===== src/rtl/disp_pkg.sv =====
// Shared types and constants for the 4-digit display scan controller.
// The lamp-test option (DISP_LAMP_TEST_EN) uses LAMP_TEST_IMAGE from here.
package disp_pkg;

    localparam int IMG_W       = 20;
    localparam int FRAME_LEN   = 4;
    localparam int PWM_FRAMES  = 16;
    localparam int FRAME_CNT_W = $clog2(FRAME_LEN);
    localparam int PWM_CNT_W   = $clog2(PWM_FRAMES);
    localparam int HOLD_W      = 16;

    localparam logic [FRAME_CNT_W-1:0] FRAME_LAST = FRAME_CNT_W'(FRAME_LEN - 1);
    localparam logic [PWM_CNT_W-1:0]   PWM_LAST   = PWM_CNT_W'(PWM_FRAMES - 1);
    localparam logic [IMG_W-1:0]       LAMP_TEST_IMAGE = 20'hF8888;

    typedef enum logic {
        SRC_STATUS = 1'b0,
        SRC_HOST   = 1'b1
    } src_state_e;

    // PWM count the coming frame will carry; wraps at the period end.
    function automatic logic [PWM_CNT_W-1:0] pwm_next(input logic [PWM_CNT_W-1:0] cnt);
        return cnt + PWM_CNT_W'(1);
    endfunction

endpackage


===== src/rtl/disp_frame_pwm.sv =====
// Frame (digit scan) and PWM frame counters plus the frame-aligned driver enable.
// With DISP_LAMP_TEST_EN defined, lamp_test forces the enable on from the next frame.
module disp_frame_pwm
    import disp_pkg::*;
(
    input  logic                 clock,
    input  logic                 reset,
    input  logic [PWM_CNT_W-1:0] brightness,
`ifdef DISP_LAMP_TEST_EN
    input  logic                 lamp_test,
`endif
    output logic                 frame_tick,
    output logic                 period_tick,
    output logic                 drv_oe
);

    logic [FRAME_CNT_W-1:0] frame_cnt_r;
    logic [PWM_CNT_W-1:0]   pwm_cnt_r;
    logic                   oe_r;
    logic                   oe_next_s;

    // Boundary decodes and the enable value for the frame about to start.
    always_comb begin
        frame_tick  = (frame_cnt_r == FRAME_LAST);
        period_tick = frame_tick && (pwm_cnt_r == PWM_LAST);
        oe_next_s   = (pwm_next(pwm_cnt_r) < brightness);
`ifdef DISP_LAMP_TEST_EN
        if (lamp_test) begin
            oe_next_s = 1'b1;
        end else begin
            oe_next_s = (pwm_next(pwm_cnt_r) < brightness);
        end
`endif
    end

    // Free-running counters; the enable only moves on frame boundaries.
    always_ff @(posedge clock) begin
        if (reset) begin
            frame_cnt_r <= '0;
            pwm_cnt_r   <= '0;
            oe_r        <= 1'b0;
        end else begin
            frame_cnt_r <= frame_cnt_r + FRAME_CNT_W'(1);
            if (frame_tick) begin
                pwm_cnt_r <= pwm_next(pwm_cnt_r);
                oe_r      <= oe_next_s;
            end
        end
    end

    assign drv_oe = oe_r;

endmodule


===== src/rtl/display_scan_ctrl.sv =====
// Selects between a timed host image and the status image for the scan driver.
// Optional lamp test enabled by defining DISP_LAMP_TEST_EN.
module display_scan_ctrl
    import disp_pkg::*;
#(
    parameter int unsigned HOLD_PERIODS = 256
) (
    input  logic                 clock,
    input  logic                 reset,
    input  logic                 host_wr,
    input  logic [IMG_W-1:0]     host_data,
    output logic                 host_ack,
    input  logic                 host_sticky,
    input  logic [IMG_W-1:0]     stat_data,
    input  logic [PWM_CNT_W-1:0] brightness,
`ifdef DISP_LAMP_TEST_EN
    input  logic                 lamp_test,
`endif
    output logic [IMG_W-1:0]     drv_data,
    output logic                 drv_oe,
    output logic                 src_host
);

    localparam logic [HOLD_W-1:0] HOLD_LOAD = HOLD_W'(HOLD_PERIODS);

    src_state_e        state_r;
    logic [HOLD_W-1:0] hold_cnt_r;
    logic [IMG_W-1:0]  host_img_r;
    logic [IMG_W-1:0]  drv_data_r;
    logic              ack_r;

    logic              frame_tick_s;
    logic              period_tick_s;
    logic              countdown_s;
    logic              timeout_s;
    logic              show_host_s;
    logic [IMG_W-1:0]  frame_img_s;

    disp_frame_pwm u_frame_pwm (
        .clock       (clock),
        .reset       (reset),
        .brightness  (brightness),
`ifdef DISP_LAMP_TEST_EN
        .lamp_test   (lamp_test),
`endif
        .frame_tick  (frame_tick_s),
        .period_tick (period_tick_s),
        .drv_oe      (drv_oe)
    );

    // Hold countdown conditions and the image latched at the coming boundary.
    // A timeout boundary already shows status unless a write keeps the host image.
    always_comb begin
        countdown_s = (state_r == SRC_HOST) && period_tick_s && !host_sticky;
        timeout_s   = countdown_s && (hold_cnt_r == HOLD_W'(1));
        show_host_s = (state_r == SRC_HOST) && !(timeout_s && !host_wr);
        if (show_host_s) begin
            frame_img_s = host_img_r;
        end else begin
            frame_img_s = stat_data;
        end
`ifdef DISP_LAMP_TEST_EN
        if (lamp_test) begin
            frame_img_s = LAMP_TEST_IMAGE;
        end else if (show_host_s) begin
            frame_img_s = host_img_r;
        end else begin
            frame_img_s = stat_data;
        end
`endif
    end

    // Source FSM, hold counter, host image register, ack and driver image.
    always_ff @(posedge clock) begin
        if (reset) begin
            state_r    <= SRC_STATUS;
            hold_cnt_r <= '0;
            host_img_r <= '0;
            drv_data_r <= '0;
            ack_r      <= 1'b0;
        end else begin
            ack_r <= host_wr;
            if (frame_tick_s) begin
                drv_data_r <= frame_img_s;
            end
            if (host_wr) begin
                host_img_r <= host_data;
                hold_cnt_r <= HOLD_LOAD;
                state_r    <= SRC_HOST;
            end else begin
                case (state_r)
                    SRC_STATUS: state_r <= SRC_STATUS;
                    SRC_HOST: begin
                        if (countdown_s) begin
                            hold_cnt_r <= hold_cnt_r - HOLD_W'(1);
                            if (timeout_s) begin
                                state_r <= SRC_STATUS;
                            end
                        end
                    end
                    default: state_r <= SRC_STATUS;
                endcase
            end
        end
    end

    assign drv_data = drv_data_r;
    assign host_ack = ack_r;
    assign src_host = (state_r == SRC_HOST);

endmodule


===== config.mk =====
export PLATFORM = sky130hd
export DESIGN_NAME = display_scan_ctrl
export DESIGN_NICKNAME = d
export VERILOG_FILES = /design/src/rtl/disp_pkg.sv /design/src/rtl/disp_frame_pwm.sv /design/src/rtl/display_scan_ctrl.sv
export SDC_FILE = /design/constraint.sdc
export NUM_CORES = 1
export LEC_CHECK = 0
export CORE_MARGIN = 1.5
export CORE_UTILIZATION = 43
export CTS_CLUSTER_DIAMETER = 150
export DETAILED_ROUTE_END_ITERATION = 12
export PLACE_DENSITY = 0.77
export SYNTH_ARGS = -nofsm -noshare
export SYNTH_HDL_FRONTEND = slang
export SYNTH_HIERARCHICAL = 1
export SYNTH_SLANG_ARGS = --single-unit

===== constraint.sdc =====
create_clock -name clock -period 2.2 [get_ports clock]
set_input_delay 0.44 -clock clock [delete_from_list [all_inputs] [get_ports clock]]
set_output_delay 0.44 -clock clock [all_outputs]
set_load 0.02 [all_outputs]

==> run metrics, run 1 <==
run status finished clean; Cell variety after synth 42; initial antenna violation count 0; drt total wl 7150 µm; Leakage 1.62 nW; DIE AREA 0.00775 mm²; layout cells sized above 1 0.0958; Cells after Synth 354; core area 0.00691 mm²; vias in the first global route 2,668; Layout fillers 602; Vias 2,764; Syn Area/Cell 8.79 µm²; DR iter-0 viols 146; met2 wire len 3360 µm; CTS sink count 65; Buf/Inv on CP 1; DRC errors left 0; root buf cell clkbuf_8; Seq cells post-synth 65; count leader, synth dfxtp_1; # IOs 71; Slew @ Worst Pin 0.869 ns; Slew HR 0.418; top sig layer met4; Peak VDD IR 0.276 mV; CP Max Fanout 20; CP cell instances ha_1 -> nand2_1 -> nor2_1 -> and4bb_2 -> and4bb_4 -> nand3_2 -> buf_12 -> a2bb2oi_1; unrepaired setup endpoints after global routing no; Setup CP Type register to register; largest cells by area after synthesis dfxtp_1 (42%), nor2_1 (7.2%), mux2i_1 (7.1%), a2bb2oi_1 (5.6%), a211oi_1 (5.3%); CTS max path bufs 2; All-Layer GR Usage 0.201; FFs w/ async S/R, synth 0; Port Buffers 70; diodes inserted 0; Post-synth EDFFs 0; Die Ht 88.1 µm; Die W 88.1 µm; Routed wire per std cell 13.6 µm; Yosys top cell area share 0.418; Initial Util 0.450; Area after DPL 0.00390 mm²; setup tns final 0 ns; Post-Synthesis Cell Area 0.00311 mm²; final hold violations 0; worst-skew pair later-pin latency 0.34 ns; Power Dens Cells 623 mW/mm²; CP delay by family, top simple AND/OR/NAND/NOR gates; final-report setup violation count 0; fin crit period 2.01 ns; row cnt 30; antenna viol nets, final 0; grt total ovfl 0; Hold WC Path Type register to register; Layout Nets 479; Worst path slowest cell dfxtp_1; Yosys top cell by area dfxtp_1; PostCTS Resize Cnt 0; Max-cap violations 0; Area Growth Syn to Fin 31.3%; syn_nets 409; H-tree levels 3; CTS buffer count 9; post-synthesis sequential area ratio 0.418; Avg Vias per Cell 5.27; Critical Path Sink Type register; gpl congestion 0.806; clk slew on worst S/H paths 0.07 ns; total power 0.00254 W; met1 wire length 3280 µm; final core utilization 0.591; largest net degree at the start of global routing 31; CP Data Required Time 2.42 ns; first-pass GRT wire length 12,000 µm; slowest stage delay, CP 0.37 ns; CP Launch Type register; post-cts hold buffer count 0; CTS tree yes; crit path DAT 2.23 ns; Post-CTS Setup Inserts 0; FMAX 0.497 GHz; cell area after layout 0.00408 mm²; Hold WS 0.421 ns; dpl hpwl 5000 µm; Tcrit/Tclk final 0.914; synth cell count leaders dfxtp_1 (65), nor2_1 (60), inv_1 (27); Slew Viols, Final 0; prevailing post-synth register cell dfxtp_1; synth warn 6; drt pass-1 iters 4; Setup Skew 0.00739 ns; DR WL met3 367 µm
## sequential cells by signal, summed over array words and instances, names as in the netlist
register,cells
host_img_r,20
hold_cnt_r,16
host_ack,1
src_host,1
u_frame_pwm/pwm_cnt_r,4
u_frame_pwm/frame_cnt_r,2
u_frame_pwm/drv_oe,1
drv_data,20
## cell type report
| type | instances | area [µm²] | area share |
|---|---|---|---|
| clock inverter | 3 | 15.0 | 0.00368 |
| sequential | 65 | 1300 | 0.319 |
| tap | 96 | 120 | 0.0294 |
| multi-input combinational | 238 | 1570 | 0.384 |
| clock buffer | 12 | 165 | 0.0404 |
| timing repair buffer | 82 | 811 | 0.199 |
| inverter | 28 | 105 | 0.0257 |
## path summary, 6_finish.rpt
check,endpoint,slack (ns),start,cells after the start
worst min-delay path,u_frame_pwm/frame_cnt_r[0]$_SDFF_PP0_,0.42,u_frame_pwm/frame_cnt_r[0]$_SDFF_PP0_,1
worst max-delay path,drv_data[6]$_SDFFE_PP0P_,0.19,u_frame_pwm/pwm_cnt_r[1]$_SDFFE_PP0P_,8
worst min register to register,u_frame_pwm/frame_cnt_r[0]$_SDFF_PP0_,0.42,u_frame_pwm/frame_cnt_r[0]$_SDFF_PP0_,1
worst max register to register,drv_data[6]$_SDFFE_PP0P_,0.19,u_frame_pwm/pwm_cnt_r[1]$_SDFFE_PP0P_,8
## metal layers
layer	vias up	GRT usage
li1	1375	-
met1	1299	0.257
met2	76	0.322
met3	14	0.0452
met4	0	0.0952
met5	-	0
## cells in the final DEF, fill, tap and decap left out, drive strengths merged
cell type / netlist / layout
nor4: 3 / 3
inv: 28 / 28
o31ai: 2 / 2
nor2b: 1 / 1
a32o: 1 / 1
o211ai: 1 / 1
and4bb: 2 / 2
ha: 7 / 7
and2: 1 / 1
nor3b: 1 / 1
clkinv: 0 / 3
a21boi: 1 / 1
clkdlybuf4s50: 0 / 69
or2: 1 / 1
xor2: 11 / 11
or4: 3 / 3
clkbuf: 10 / 12
nand4: 4 / 4
nand2: 9 / 9
buf: 13 / 13
a2111oi: 1 / 1
dfxtp: 65 / 65
nor3: 2 / 2
a211oi: 22 / 22
xnor2: 3 / 3
a2bb2oi: 20 / 20
and3b: 1 / 1
nand3: 24 / 24
and2b: 1 / 1
a21oi: 6 / 6
nor2: 60 / 60
o21ai: 22 / 22
mux2i: 22 / 22
nand4b: 2 / 2
or3: 4 / 4
## kinds of logic after synthesis
family | Yosys count | share of synthesized area
buf+inv | 51 | 0.0788
simple gates | 119 | 0.192
mux | 22 | 0.0708
xor+xnor | 14 | 0.0394
compound gates | 76 | 0.173
flops | 65 | 0.418
fa+ha+maj | 7 | 0.0282
## per-stage QoR
step | setup slack, ns | std cells
5_1_grt | 0.0231 | 524
4_1_cts | 0.181 | 524
3_5_place_dp | 0.0983 | 509
3_3_place_gp | 0.121 | 509
6_report | 0.190 | 524
2_1_floorplan | 0.169 | 354
## where the power goes
| part | leakage (nW) | internal, W | switching [W] |
|---|---|---|---|
| logic | 0.993 | 0.000195 | 0.000169 |
| clock network | 0.0980 | 0.000489 | 0.000432 |
| registers | 0.531 | 0.00123 | 0.0000302 |
| total | 1.62 | 0.00191 | 0.000631 |
No activity file was read; power rests on OpenSTA's default activity.
==> run 2: changes to the inputs <==
--- a/config.mk
+++ b/config.mk
@@ -6,10 +6,10 @@
 export NUM_CORES = 1
 export LEC_CHECK = 0
 export CORE_MARGIN = 1.5
-export CORE_UTILIZATION = 43
+export CORE_UTILIZATION = 50
 export CTS_CLUSTER_DIAMETER = 150
 export DETAILED_ROUTE_END_ITERATION = 12
-export PLACE_DENSITY = 0.77
+export PLACE_DENSITY = 0.87
 export SYNTH_ARGS = -nofsm -noshare
 export SYNTH_HDL_FRONTEND = slang
 export SYNTH_HIERARCHICAL = 1
==> run 2 against run 1 <==
Net effect: final cell count is 4.4% lower; via count is 1.6% higher; flip-flop and latch count stayed put; worst setup slack worse by 0.027 ns; largest power group unchanged; clock skew is 0.0038 ns higher; cell area is 0.83% lower; first-iteration DRC count is 50% higher.
==> run metrics, run 2 (synthesis gave the netlist of run 1 again) <==
run status finished clean; Setup Skew 0.0112 ns (+0.00379 ns); Initial Util 0.522 (+0.0719); Slew Viols, Final 0 (unchanged); Post-CTS Setup Inserts 0 (unchanged); # IOs 71 (unchanged); reg2reg path depth 7 (-1); Buf/Inv on CP 0 (-1); core area 0.00596 mm² (-14%); root buf cell clkbuf_8; Setup CP Type register to register; hold path cells 1 (unchanged); CP cell instances ha_1 -> nand2_1 -> nor2_1 -> and4bb_2 -> nand4_1 -> or3_2 -> a21oi_1; CP delay by family, top simple AND/OR/NAND/NOR gates; R2R Setup Slk 0.16 ns (-0.03 ns); Die W 81.9 µm (-7.0%); Layout Nets 476 (-0.63%); CP Max Fanout 5 (-75%); drt total wl 7330 µm (+2.6%); H-tree levels 3 (unchanged); gpl congestion 0.864 (+7.2%); Slew HR 0.402 (-0.0160); CTS tree yes; Worst path slowest cell or3_2; DR iter-0 viols 219 (+50%); Peak VDD IR 0.418 mV (+51%); Tcrit/Tclk final 0.926 (+0.0122); Multi-input gate area 0.00157 mm² (unchanged); CP Launch Type register; Vias 2,808 (+1.6%); CP Data Required Time 2.46 ns (+0.04 ns); Max-cap violations 0 (unchanged); Hold WC Path Type register to register; Leakage 1.61 nW (-0.78%); final hold violations 0 (unchanged); Finished Layout Cells 501 (-4.4%); Worst Hold Path EP u_frame_pwm/frame_cnt_r[0]$_SDFF_PP0_; Reg-to-Reg Start u_frame_pwm/pwm_cnt_r[0]$_SDFFE_PP0P_; post-cts hold buffer count 0 (unchanged); placed cell count 485 (-4.7%); worst-skew pair later-pin latency 0.34 ns (about the same); row cnt 28 (-6.7%); layout cells sized above 1 0.0869 (-0.00894); DRC errors left 0 (unchanged); Critical Path Sink Type register; largest net degree at the start of global routing 32 (+3.2%); clk slew on worst S/H paths 0.06 ns (about the same); register area 0.00130 mm² (unchanged); FMAX 0.491 GHz (-1.3%); min-delay src u_frame_pwm/frame_cnt_r[0]$_SDFF_PP0_; vias in the first global route 2,737 (+2.6%); initial antenna violation count 0 (unchanged); PostCTS Resize Cnt 0 (unchanged); Die Ht 81.9 µm (-7.0%); CTS sink count 65 (unchanged); antenna viol nets, final 0 (unchanged); Layout fillers 491 (-18%); CTS max path bufs 2 (unchanged); Slew @ Worst Pin 0.893 ns (+0.0239 ns); grt total ovfl 0 (unchanged); drt pass-1 iters 4 (unchanged); unrepaired setup endpoints after global routing no; commonest non-fill, non-tap cell in the layout clkdlybuf4s50_1; Port Buffers 70 (unchanged); cell area after layout 0.00405 mm² (-0.83%); Area Growth Syn to Fin 30.2%; Avg Vias per Cell 5.60 (+6.3%); diodes inserted 0 (unchanged); slowest stage delay, CP 0.47 ns (+0.10 ns); fin crit period 2.04 ns (+0.0269 ns); crit path DAT 2.30 ns (+0.07 ns); most frequent cells in the layout clkdlybuf4s50_1 (69), dfxtp_1 (65), nor2_1 (60); DIE AREA 0.00670 mm² (-14%); All-Layer GR Usage 0.232 (+0.0312); first-pass GRT wire length 11,900 µm (-1.5%); Routed wire per std cell 14.6 µm (+7.3%); setup tns final 0 ns (unchanged); final-report setup violation count 0 (unchanged); worst r2r dst hold_cnt_r[14]$_SDFFE_PP0P_; Hold WS 0.443 ns (+0.0219 ns); Area after DPL 0.00384 mm² (-1.6%); CTS buffer count 9 (unchanged); Power Dens Cells 660 mW/mm² (+6.0%); dpl hpwl 5060 µm (+1.2%)
==> run 2: changes by cell type in the layout (fill, tap and decap cells not counted) <==
cell	change
buf_4	-2
buf_12	-1
bufinv_16	+1
clkinv_2	-2
clkbuf_1	+2
==> run 2: worst max path at each step <==
stage	slack [ns]	to	startpoint	depth (start not counted)
detailed placement	0.09	drv_data[18]$_SDFFE_PP0P_	host_sticky	6
finish	0.16	hold_cnt_r[14]$_SDFFE_PP0P_	u_frame_pwm/pwm_cnt_r[0]$_SDFFE_PP0P_	7
global route	0.06	drv_data[7]$_SDFFE_PP0P_	u_frame_pwm/pwm_cnt_r[0]$_SDFFE_PP0P_	8
floorplan	0.17	hold_cnt_r[13]$_SDFFE_PP0P_	u_frame_pwm/frame_cnt_r[0]$_SDFF_PP0_	8
CTS	0.15	drv_data[18]$_SDFFE_PP0P_	u_frame_pwm/pwm_cnt_r[0]$_SDFFE_PP0P_	8
global placement	0.15	drv_data[5]$_SDFFE_PP0P_	host_sticky	6
==> run 2: routing by layer <==
layer  share of wire  global-route usage
met1            0.46               0.278
met2            0.47               0.391
met3           0.044              0.0456
met4           0.021               0.122
met5               0                   0
==> run 2: power breakdown <==
part	leakage, nW	switching [W]	total [W]	internal (W)
clock	0.107	0.000435	0.00105	0.000616
sequential	0.531	0.0000306	0.00126	0.00123
combinational	0.972	0.000170	0.000363	0.000194
==> run 2: per-stage QoR <==
step           total power [W]  utilization  setup WS (ns)
2_1_floorplan          0.00147            -          0.169
3_3_place_gp           0.00163        0.645          0.150
3_5_place_dp           0.00165        0.645         0.0897
4_1_cts                0.00269        0.680          0.148
5_1_grt                0.00278        0.680         0.0589
6_report               0.00267        0.680          0.163
==> run 2: layout make-up <==
type / instances / area share
Multi-Input combinational cell: 238 / 0.387
Sequential cell: 65 / 0.321
Timing Repair Buffer: 79 / 0.192
Clock buffer: 14 / 0.0426
Inverter: 28 / 0.0260
Tap cell: 75 / 0.0232
Clock inverter: 2 / 0.00865
==> run 2: worst reg2reg max path, cell delays in order, from the launching register on <==
cell and delay [ns]:
dfxtp_1 0.41, ha_1 0.21, nand2_1 0.09, nor2_1 0.14, and4bb_2 0.31, nand4_1 0.17
or3_2 0.47, a21oi_1 0.16
==> run 3: changes to the inputs <==
--- a/config.mk
+++ b/config.mk
@@ -6,10 +6,9 @@
 export NUM_CORES = 1
 export LEC_CHECK = 0
 export CORE_MARGIN = 1.5
-export CORE_UTILIZATION = 50
-export CTS_CLUSTER_DIAMETER = 150
+export CORE_UTILIZATION = 54
 export DETAILED_ROUTE_END_ITERATION = 12
-export PLACE_DENSITY = 0.87
+export PLACE_DENSITY = 0.92
 export SYNTH_ARGS = -nofsm -noshare
 export SYNTH_HDL_FRONTEND = slang
 export SYNTH_HIERARCHICAL = 1
==> constraint.sdc (replaced) <==
create_clock -name clock -period 2.46 [get_ports clock]
set_input_delay 0.492 -clock clock [delete_from_list [all_inputs] [get_ports clock]]
set_output_delay 0.492 -clock clock [all_outputs]
set_load 0.02 [all_outputs]
==> run 3 against run 2 <==
Net effect: global-route usage increased by 2.4 points; fmax decreased by 7.5%; wire length increased by 2.0%; hold slack got worse by 0.018 ns; combinational power decreased by 11%; power decreased by 12%; flip-flop and latch count unchanged; sequential share of layout area increased by 0.29 points; die area decreased by 7.1%; critical path type unchanged; critical endpoint is now drv_data[13]$_SDFFE_PP0P_.
==> run metrics, run 3 (synthesis gave the netlist of run 1 again) <==
Port Buffers 70 (unchanged); Slew Viols, Final 0 (unchanged); post-cts hold buffer count 0 (unchanged); most frequent cells in the layout clkdlybuf4s50_1 (69), dfxtp_1 (65), nor2_1 (60); Peak VDD IR 0.410 mV (-1.8%); Die Ht 78.9 µm (-3.6%); met1 wire length 3090 µm (-8.9%); Vias 2,826 (+0.64%); run status finished clean; dpl hpwl 5150 µm (+1.8%); All-Layer GR Usage 0.256 (+0.0239); PostCTS Resize Cnt 0 (unchanged); clk slew on worst S/H paths 0.07 ns (about the same); antenna viol nets, final 0 (unchanged); fin crit period 2.20 ns (+0.164 ns); drt pass-1 iters 4 (unchanged); DRC errors left 0 (unchanged); Setup CP Type register to register; # IOs 71 (unchanged); worst-skew pair later-pin latency 0.34 ns (about the same); commonest non-fill, non-tap cell in the layout clkdlybuf4s50_1; DR WL met3 493 µm (+53%); Layout Nets 475 (-0.21%); DR iter-0 viols 159 (-27%); Max-cap violations 0 (unchanged); initial antenna violation count 0 (unchanged); layout cells sized above 1 0.0849 (-0.00195); vias in the first global route 2,645 (-3.4%); setup ws final 0.258 ns (+0.0955 ns); Net Switching 0.000572 W (-10%); unrepaired setup endpoints after global routing no; pre-CTS WS 0.268 ns (+0.178 ns); Power Dens Cells 587 mW/mm² (-11%); gpl congestion 0.825 (-4.5%); root buf cell clkbuf_8; Tcrit/Tclk final 0.895 (-0.0310); Critical Path Sink Type register; top sig layer met4; Logic pwr share 0.137 (about the same); setup tns final 0 ns (unchanged); Die W 78.9 µm (-3.6%); Seq pwr share 0.479 (+0.008); CTS buffer count 9 (unchanged); Cell Int Power 0.00178 W (-12%); min-delay src u_frame_pwm/frame_cnt_r[0]$_SDFF_PP0_; first-pass GRT wire length 12,300 µm (+4.0%); met2 wire len 3720 µm (+7.6%); DIE AREA 0.00622 mm² (-7.1%); crit path DAT 2.45 ns (+0.15 ns); Avg Vias per Cell 5.70 (+1.7%); Area Growth Syn to Fin 29.0%; Slew @ Worst Pin 0.867 ns (-0.0264 ns); H-tree levels 3 (unchanged); Routed wire per std cell 15.1 µm (+3.0%); CP Launch Point u_frame_pwm/pwm_cnt_r[0]$_SDFFE_PP0P_; grt total ovfl 0 (unchanged); Initial Util 0.561 (+0.0392); FMAX 0.454 GHz (-7.5%); CTS max path bufs 2 (unchanged); CTS sink count 65 (unchanged); core area 0.00554 mm² (-7.0%); diodes inserted 0 (unchanged); Setup Skew 0.00535 ns (-0.00583 ns); CTS tree yes; drt total wl 7480 µm (+2.0%); Layout fillers 430 (-12%); largest net degree at the start of global routing 30 (-6.3%); Reg-to-Reg Start u_frame_pwm/pwm_cnt_r[0]$_SDFFE_PP0P_; Hold WC Path Type register to register; Leakage 1.60 nW (-0.82%); Slew HR 0.420 (+0.0177); row cnt 27 (-3.6%); Post-CTS Setup Inserts 0 (unchanged); sw frac 0.243 (+0.00494); CP Data Required Time 2.71 ns (+0.25 ns); CP Launch Type register; CP Max Fanout 15 (+10); clock share of power 0.384 (-0.009); final hold violations 0 (unchanged); final-report setup violation count 0 (unchanged)
run 3: cell count changes in the layout (fill, tap and decap cells not counted):
cell and delta:
clkbuf_8 -1, clkinv_2 +1, buf_12 -1, clkbuf_1 -1
run 3: path summary, 6_finish.rpt:
path	to	slack (ns)	cells past startpoint
setup / recovery	drv_data[13]$_SDFFE_PP0P_	0.26	8
hold / removal	u_frame_pwm/frame_cnt_r[0]$_SDFF_PP0_	0.43	1
setup reg to reg	drv_data[13]$_SDFFE_PP0P_	0.26	8
hold reg to reg	u_frame_pwm/frame_cnt_r[0]$_SDFF_PP0_	0.43	1
run 3: layout make-up:
class	instances	area, µm²	area share
multi-input cells	238	1570	0.390
flip-flops and latches	65	1300	0.324
repair buffers	78	756	0.188
clock buffers	12	155	0.0387
inverters	28	105	0.0262
well taps	72	90.1	0.0224
clock inverters	3	40.0	0.00998
run 3: metrics by stage:
stage               instances  instance area (µm²)  hold slack, ns  power, W  utilization
detailed placement        481                 3820           0.418   0.00147        0.689
global route              496                 4010           0.447   0.00245        0.724
finish                    496                 4010           0.425   0.00236        0.724
floorplan                 354                 3110           0.395   0.00132            -
global placement          481                 3820           0.408   0.00146        0.689
CTS                       496                 4010           0.428   0.00236        0.724
run 3: worst max-delay path: stages, from the launching register on:
cell,delay (ns)
dfxtp_1,0.41
ha_1,0.22
nand2_1,0.10
nor2_1,0.15
and4bb_2,0.32
and4bb_4,0.33
buf_4,0.23
nand3_1,0.11
a2bb2oi_1,0.22
run 3: per-layer routing:
metal / up-vias / GRT usage
met2: 101 / 0.429
met3: 16 / 0.0609
li1: 1374 / -
met4: 0 / 0.107
met1: 1335 / 0.316
met5: - / 0
run 3: power groups by stage:
stage          Sequential (W)  Combinational [W]  Clock [W]
3_5_place_dp          0.00115           0.000322          0
6_report              0.00113           0.000324   0.000905
4_1_cts               0.00113           0.000324   0.000907
2_1_floorplan         0.00117           0.000146          0
3_3_place_gp          0.00115           0.000310          0
5_1_grt               0.00113           0.000351   0.000966
